### config.mk
export PLATFORM = sky130hd
export DESIGN_NAME = des_key_schedule_flat
export DESIGN_NICKNAME = d
export VERILOG_FILES = /design/src/rtl/des_key_schedule_if.sv /design/src/rtl/des_key_schedule.sv /design/src/flat_wrapper.sv
export SDC_FILE = /design/constraint.sdc
export NUM_CORES = 1
export LEC_CHECK = 0
export CORE_ASPECT_RATIO = 0.7
export CORE_MARGIN = 3
export CORE_UTILIZATION = 35
export DETAILED_ROUTE_END_ITERATION = 8
export GPL_TIMING_DRIVEN = 0
export HOLD_SLACK_MARGIN = 0.06
export PLACE_DENSITY = 0.71
export SKIP_CTS_REPAIR_TIMING = 1
export SLEW_MARGIN = 20
export SYNTH_ARGS = -nofsm -noshare
export SYNTH_HDL_FRONTEND = slang
export SYNTH_SLANG_ARGS = --single-unit
### constraint.sdc
create_clock -name clk -period 4.65 [get_ports clk]
set_clock_uncertainty 0.05 [all_clocks]
set_input_delay 0.93 -clock clk [delete_from_list [all_inputs] [get_ports clk]]
set_output_delay 0.93 -clock clk [all_outputs]
set_load 0.02 [all_outputs]
### src/rtl/des_key_schedule_if.sv
// rtl/des_key_schedule_if.sv - key load/advance controls and round key outputs of the DES key schedule
interface des_key_schedule_if;
  logic [63:0] key_in;
  logic        load;
  logic        decrypt;
  logic        advance;
  logic [47:0] round_key;
  logic [3:0]  round_num;
  logic        key_valid;
  logic        done;

  modport master (
    output key_in, load, decrypt, advance,
    input  round_key, round_num, key_valid, done
  );

  modport slave (
    input  key_in, load, decrypt, advance,
    output round_key, round_num, key_valid, done
  );
endinterface

### src/rtl/des_key_schedule.sv
// rtl/des_key_schedule.sv - iterative DES key schedule, one 48-bit subkey per round
// PC-2 is a fixed permutation, so round_key is plain rewiring of the C/D flops.
module des_key_schedule (
  input  logic                clk,
  input  logic                rst,
  des_key_schedule_if.slave   ks
);

  typedef enum logic {IDLE, ACTIVE} state_t;

  localparam int PC1 [56] = '{
    57, 49, 41, 33, 25, 17,  9,  1, 58, 50, 42, 34, 26, 18,
    10,  2, 59, 51, 43, 35, 27, 19, 11,  3, 60, 52, 44, 36,
    63, 55, 47, 39, 31, 23, 15,  7, 62, 54, 46, 38, 30, 22,
    14,  6, 61, 53, 45, 37, 29, 21, 13,  5, 28, 20, 12,  4
  };

  localparam int PC2 [48] = '{
    14, 17, 11, 24,  1,  5,  3, 28, 15,  6, 21, 10,
    23, 19, 12,  4, 26,  8, 16,  7, 27, 20, 13,  2,
    41, 52, 31, 37, 47, 55, 30, 40, 51, 45, 33, 48,
    44, 49, 39, 56, 34, 53, 46, 42, 50, 36, 29, 32
  };

  // Bit n set when round n rotates by two; rounds 1, 2, 9 and 16 rotate by one.
  localparam logic [31:0] SHIFT2 = {15'd0, 16'b0111111011111100, 1'b0};

  function automatic logic [55:0] pc1(input logic [63:0] k);
    logic [55:0] r;
    r = '0;
    for (int i = 0; i < 56; i++) r[6'(55 - i)] = k[6'(64 - PC1[i[5:0]])];
    return r;
  endfunction

  function automatic logic [47:0] pc2(input logic [55:0] cd);
    logic [47:0] r;
    r = '0;
    for (int i = 0; i < 48; i++) r[6'(47 - i)] = cd[6'(56 - PC2[i[5:0]])];
    return r;
  endfunction

  function automatic logic [27:0] rotl(input logic [27:0] x, input logic two);
    return two ? {x[25:0], x[27:26]} : {x[26:0], x[27]};
  endfunction

  function automatic logic [27:0] rotr(input logic [27:0] x, input logic two);
    return two ? {x[1:0], x[27:2]} : {x[0], x[27:1]};
  endfunction

  state_t      state_q, state_d;
  logic [27:0] c_q, c_d, d_q, d_d;
  logic [3:0]  round_q, round_d;
  logic        dec_q, dec_d;
  logic        done_q, done_d;
  logic [55:0] cd0;
  logic [4:0]  shift_idx;
  logic        two;

  assign cd0 = pc1(ks.key_in);

  // Encrypt steps into round r+2, decrypt undoes the shift of round 16-r.
  assign shift_idx = dec_q ? (5'd16 - {1'b0, round_q}) : ({1'b0, round_q} + 5'd2);
  assign two       = SHIFT2[shift_idx];

  always_comb begin
    state_d = state_q;
    c_d     = c_q;
    d_d     = d_q;
    round_d = round_q;
    dec_d   = dec_q;
    done_d  = 1'b0;
    if (ks.load) begin
      c_d     = ks.decrypt ? cd0[55:28] : rotl(cd0[55:28], 1'b0);
      d_d     = ks.decrypt ? cd0[27:0]  : rotl(cd0[27:0], 1'b0);
      round_d = 4'd0;
      dec_d   = ks.decrypt;
      state_d = ACTIVE;
    end else if (ks.advance && state_q == ACTIVE) begin
      if (round_q == 4'd15) begin
        state_d = IDLE;
        done_d  = 1'b1;
      end else begin
        c_d     = dec_q ? rotr(c_q, two) : rotl(c_q, two);
        d_d     = dec_q ? rotr(d_q, two) : rotl(d_q, two);
        round_d = round_q + 4'd1;
      end
    end
  end

  always_ff @(posedge clk) begin
    if (rst) begin
      state_q <= IDLE;
      c_q     <= '0;
      d_q     <= '0;
      round_q <= '0;
      dec_q   <= 1'b0;
      done_q  <= 1'b0;
    end else begin
      state_q <= state_d;
      c_q     <= c_d;
      d_q     <= d_d;
      round_q <= round_d;
      dec_q   <= dec_d;
      done_q  <= done_d;
    end
  end

  assign ks.round_key = pc2({c_q, d_q});
  assign ks.round_num = round_q;
  assign ks.key_valid = (state_q == ACTIVE);
  assign ks.done      = done_q;

endmodule

### src/flat_wrapper.sv
// flat-port wrapper written by rule: the top's interface ports become plain ports
module des_key_schedule_flat 
  (clk, rst, ks_key_in, ks_load, ks_decrypt, ks_advance, ks_round_key, ks_round_num, ks_key_valid, ks_done);
  des_key_schedule_if ks_i ();
  input  logic clk;
  input  logic rst;
  input wire logic [$bits(ks_i.key_in)-1:0] ks_key_in;
  input wire logic [$bits(ks_i.load)-1:0] ks_load;
  input wire logic [$bits(ks_i.decrypt)-1:0] ks_decrypt;
  input wire logic [$bits(ks_i.advance)-1:0] ks_advance;
  output wire logic [$bits(ks_i.round_key)-1:0] ks_round_key;
  output wire logic [$bits(ks_i.round_num)-1:0] ks_round_num;
  output wire logic [$bits(ks_i.key_valid)-1:0] ks_key_valid;
  output wire logic [$bits(ks_i.done)-1:0] ks_done;
  assign ks_i.key_in = ks_key_in;
  assign ks_i.load = ks_load;
  assign ks_i.decrypt = ks_decrypt;
  assign ks_i.advance = ks_advance;
  assign ks_round_key = ks_i.round_key;
  assign ks_round_num = ks_i.round_num;
  assign ks_key_valid = ks_i.key_valid;
  assign ks_done = ks_i.done;
  des_key_schedule u_core (.clk(clk), .rst(rst), .ks(ks_i));
endmodule
==> key figures <==
Power and ir drop
  • Power Dens Cells: 289 nW/µm²
  • Pleak: 2.10 nW
  • Pint: 1.14 mW
  • Sequential share of power: 36.6%
  • Total power: 1.62 mW
  • Max VDD drop: 176 µV
  • Net Switching: 0.477 mW
  • Combinational share of power: 21.4%
  • Sw Ratio: 29.5%
  • Clock power frac: 41.9%

Clock network
  • Clk slew on worst S/H paths: 0.05 ns
  • CTS tree: done
  • Later-pin clock latency in the skew report: 0.34 ns
  • CTS sink cnt: 63
  • Cts bufs inserted: 9
  • CTS Buffer Depth: 2
  • Clock root cell: clkbuf_16
  • H-Tree Depth: 3

Setup path
  • Crit-path max FO: 10
  • Buf/Inv on CP: 4
  • Critical path's largest stage delay: 0.67 ns
  • Worst endpoint required time: 4.85 ns
  • Delay-heaviest family, CP: buffers and inverters
  • Crit path from: ks_load
  • Slowest CP cell: nor2_1
  • Worst path cell trace: clkdlybuf4s50_1, clkbuf_1, nor2_1, clkbuf_1, clkbuf_1, a31oi_1, a311oi_1
  • Crit end category: flop
  • Most frequent CP cell: clkbuf_1
  • WP data arrival: 3.83 ns
  • Crit path kind: input port to flop
  • CP Launch Type: input port
  • Reg2Reg Launch Point: u_core.ks.round_num[2]$_SDFFE_PP0P_

Final layout
  • Syn-to-layout area delta: 23.9%
  • Commonest non-fill, non-tap cell in the layout: dfxtp_1
  • Final Non-Filler Cells: 727
  • Fin nets: 634
  • Commonest cells after routing, fill and taps aside: dfxtp_1 (63), buf_4 (50), clkdlybuf4s50_1 (50), nand3_1 (35), a22o_1 (35)
  • Final core utilization: 44.8%
  • Share of layout cells above drive strength 1: 21.6%
  • N_diodes: 0

Global routing
  • Number of global-route vias before repair: 4275
  • Grt ovf: 0
  • Initial antenna violation count: 0
  • Tot GR Track Use: 20.9%
  • Largest net degree at the start of global routing: 11
  • First-pass GRT wire length: 23.3 mm

Placed design
  • I/O Buffers: 50
  • Placed Cells: 711
  • DPL Wire Length: 10.8 mm
  • GP Congestion: 0.949

Yosys
  • Asr flop ratio synth: 0%
  • Simple-Gate Fraction of Synth Area: 13.2%
  • Distinct cells, synth: 55
  • Synthesized-area fraction occupied by ao, oa, aoi and oai cells: 23.6%
  • EDFF count, synth: 0
  • Xor/xnor share of the synthesized area: 0.775%
  • Synth warnings: 0
  • Sequential-to-total area share from yosys stat: 27.9%
  • Largest family of logic cells by synthesized area: compound AO/OA/AOI/OAI gates
  • Post-synthesis adder-cell area fraction: 1.38%
  • Top_reg_cell synth: dfxtp_1
  • Mux contribution to synthesized area: 19.9%
  • Gate Count Post-Synth: 478
  • Syn_area_per_cell: 9.45 µm²
  • Synthesized cell area: 4520 µm²
  • Seq cells post-synth: 63

Floorplanning
  • Die extent in y: 101 µm
  • Die width: 142 µm
  • Die area: 14300 µm²
  • Top Ports: 123
  • FP Rows: 34
  • Core Area: 12500 µm²
  • Initial Util: 36.1%

Routing
  • Drt drc: 0
  • Number of iterations in the first detailed-routing pass: 5
  • Via count: 4377
  • ANT nets after route: 0
  • DRT Wirelength: 14.9 mm
  • DR iter-0 viols: 520
  • DR WL/cell: 20.5 µm
  • Post-DR vias/cell: 6.02

Timing
  • Endpoints failing setup: 0
  • Final Hold Violating Endpoints: 0
  • Worst-margin pin slew: 0.838 ns
  • Period minus WS final: 3.63 ns
  • Final setup TNS: 0 ns
  • RSZ-0062 raised after global routing: no
  • Max frequency: 275 MHz
  • Final worst-path cycle share: 78.2%
  • Hold_ws: 0.474 ns
  • Fin. max-slew vios: 0
  • Headroom to the max-slew limit: 43.9%

Worst hold path
  • Hold_sp: u_core.c_q[4]$_SDFFE_PP0P_
  • Hold WC Path Type: flop to flop

Job
  • Max-cap viol count: 0

Run status
  • Outcome: finished clean
==> logic make-up after synthesis <==
group,count (synthesis)
mux,50
simple gates,124
flops,63
compound gates,136
xor+xnor,4
buf+inv,95
fa+ha+maj,5
other cells,1
==> per-stage QoR <==
| step | setup WS [ns] | cell area (µm²) |
|---|---|---|
| after floorplan | 1.84 | 4600 |
| after global placement | 0.818 | 5300 |
| after detailed placement | 0.751 | 5310 |
| after CTS | 1.11 | 5600 |
| after global routing | 0.973 | 5600 |
| final | 1.02 | 5600 |
==> power by group through the flow <==
stage	Combinational, mW	Clock, mW	Sequential, mW
6_report	0.346	0.678	0.593
5_1_grt	0.367	0.714	0.594
4_1_cts	0.340	0.685	0.590
3_5_place_dp	0.338	0	0.601
3_3_place_gp	0.333	0	0.601
2_1_floorplan	0.239	0	0.589
==> worst paths after layout <==
kind	slack, ns	endpoint	cells past startpoint
worst max register to register	1.33	u_core.d_q[17]$_SDFFE_PP0P_	9
worst min register to register	0.47	u_core.c_q[3]$_SDFFE_PP0P_	2
worst min-delay path	0.47	u_core.c_q[3]$_SDFFE_PP0P_	2
worst max-delay path	1.02	u_core.c_q[2]$_SDFFE_PP0P_	7
==> final cells by class <==
type / instances / area (µm²)
Fill cell: 1209 / 6910
Multi-Input combinational cell: 341 / 2750
Tap cell: 162 / 203
Buffer: 89 / 573
Clock inverter: 3 / 42.5
Sequential cell: 63 / 1260
Inverter: 6 / 22.5
Clock buffer: 13 / 250
Timing Repair Buffer: 50 / 500
==> cell usage after synthesis (3+ instances only) <==
cell type / instances / area [µm²]
ha_1: 5 / 62.6
a22oi_1: 3 / 22.5
a41o_1: 10 / 100
a221oi_1: 8 / 70.1
nor3_1: 8 / 40.0
nor2_1: 32 / 120
mux2i_1: 13 / 130
o21ai_0: 12 / 60.1
mux4_2: 29 / 653
a21oi_1: 16 / 80.1
buf_6: 3 / 33.8
nor2_2: 3 / 18.8
buf_2: 5 / 25.0
inv_1: 5 / 18.8
nand2_1: 31 / 116
a311oi_1: 21 / 184
or2_2: 3 / 18.8
dfxtp_1: 63 / 1260
a22o_1: 35 / 307
mux2_2: 6 / 67.6
xnor2_1: 3 / 26.3
a31oi_1: 16 / 100
buf_4: 50 / 375
nand3_1: 35 / 175
clkbuf_1: 27 / 101
==> worst min-delay path: cells and delay by family, from the launching register on <==
| family | cells | cell delay (ns) |
|---|---|---|
| flops | 1 | 0.34 |
| simple gates | 1 | 0.07 |
| compound gates | 1 | 0.07 |
==> layer usage <==
layer / vias up / GRT usage, % / wire length (µm)
li1: 1947 / - / -
met1: 2124 / 30.0 / 6640
met2: 277 / 30.6 / 6320
met4: 0 / 5.75 / 253
met5: - / 0 / 0
met3: 29 / 6.02 / 1710
==> flip-flops by register name (all words and copies together) (netlist names) <==
| name | cells |
|---|---|
| u_core.c_q | 28 |
| u_core.d_q | 28 |
| u_core.ks.round_num | 4 |
| u_core.dec_q | 1 |
| u_core.ks.done | 1 |
| u_core.ks.key_valid | 1 |
No activity file was read; power rests on OpenSTA's default activity.
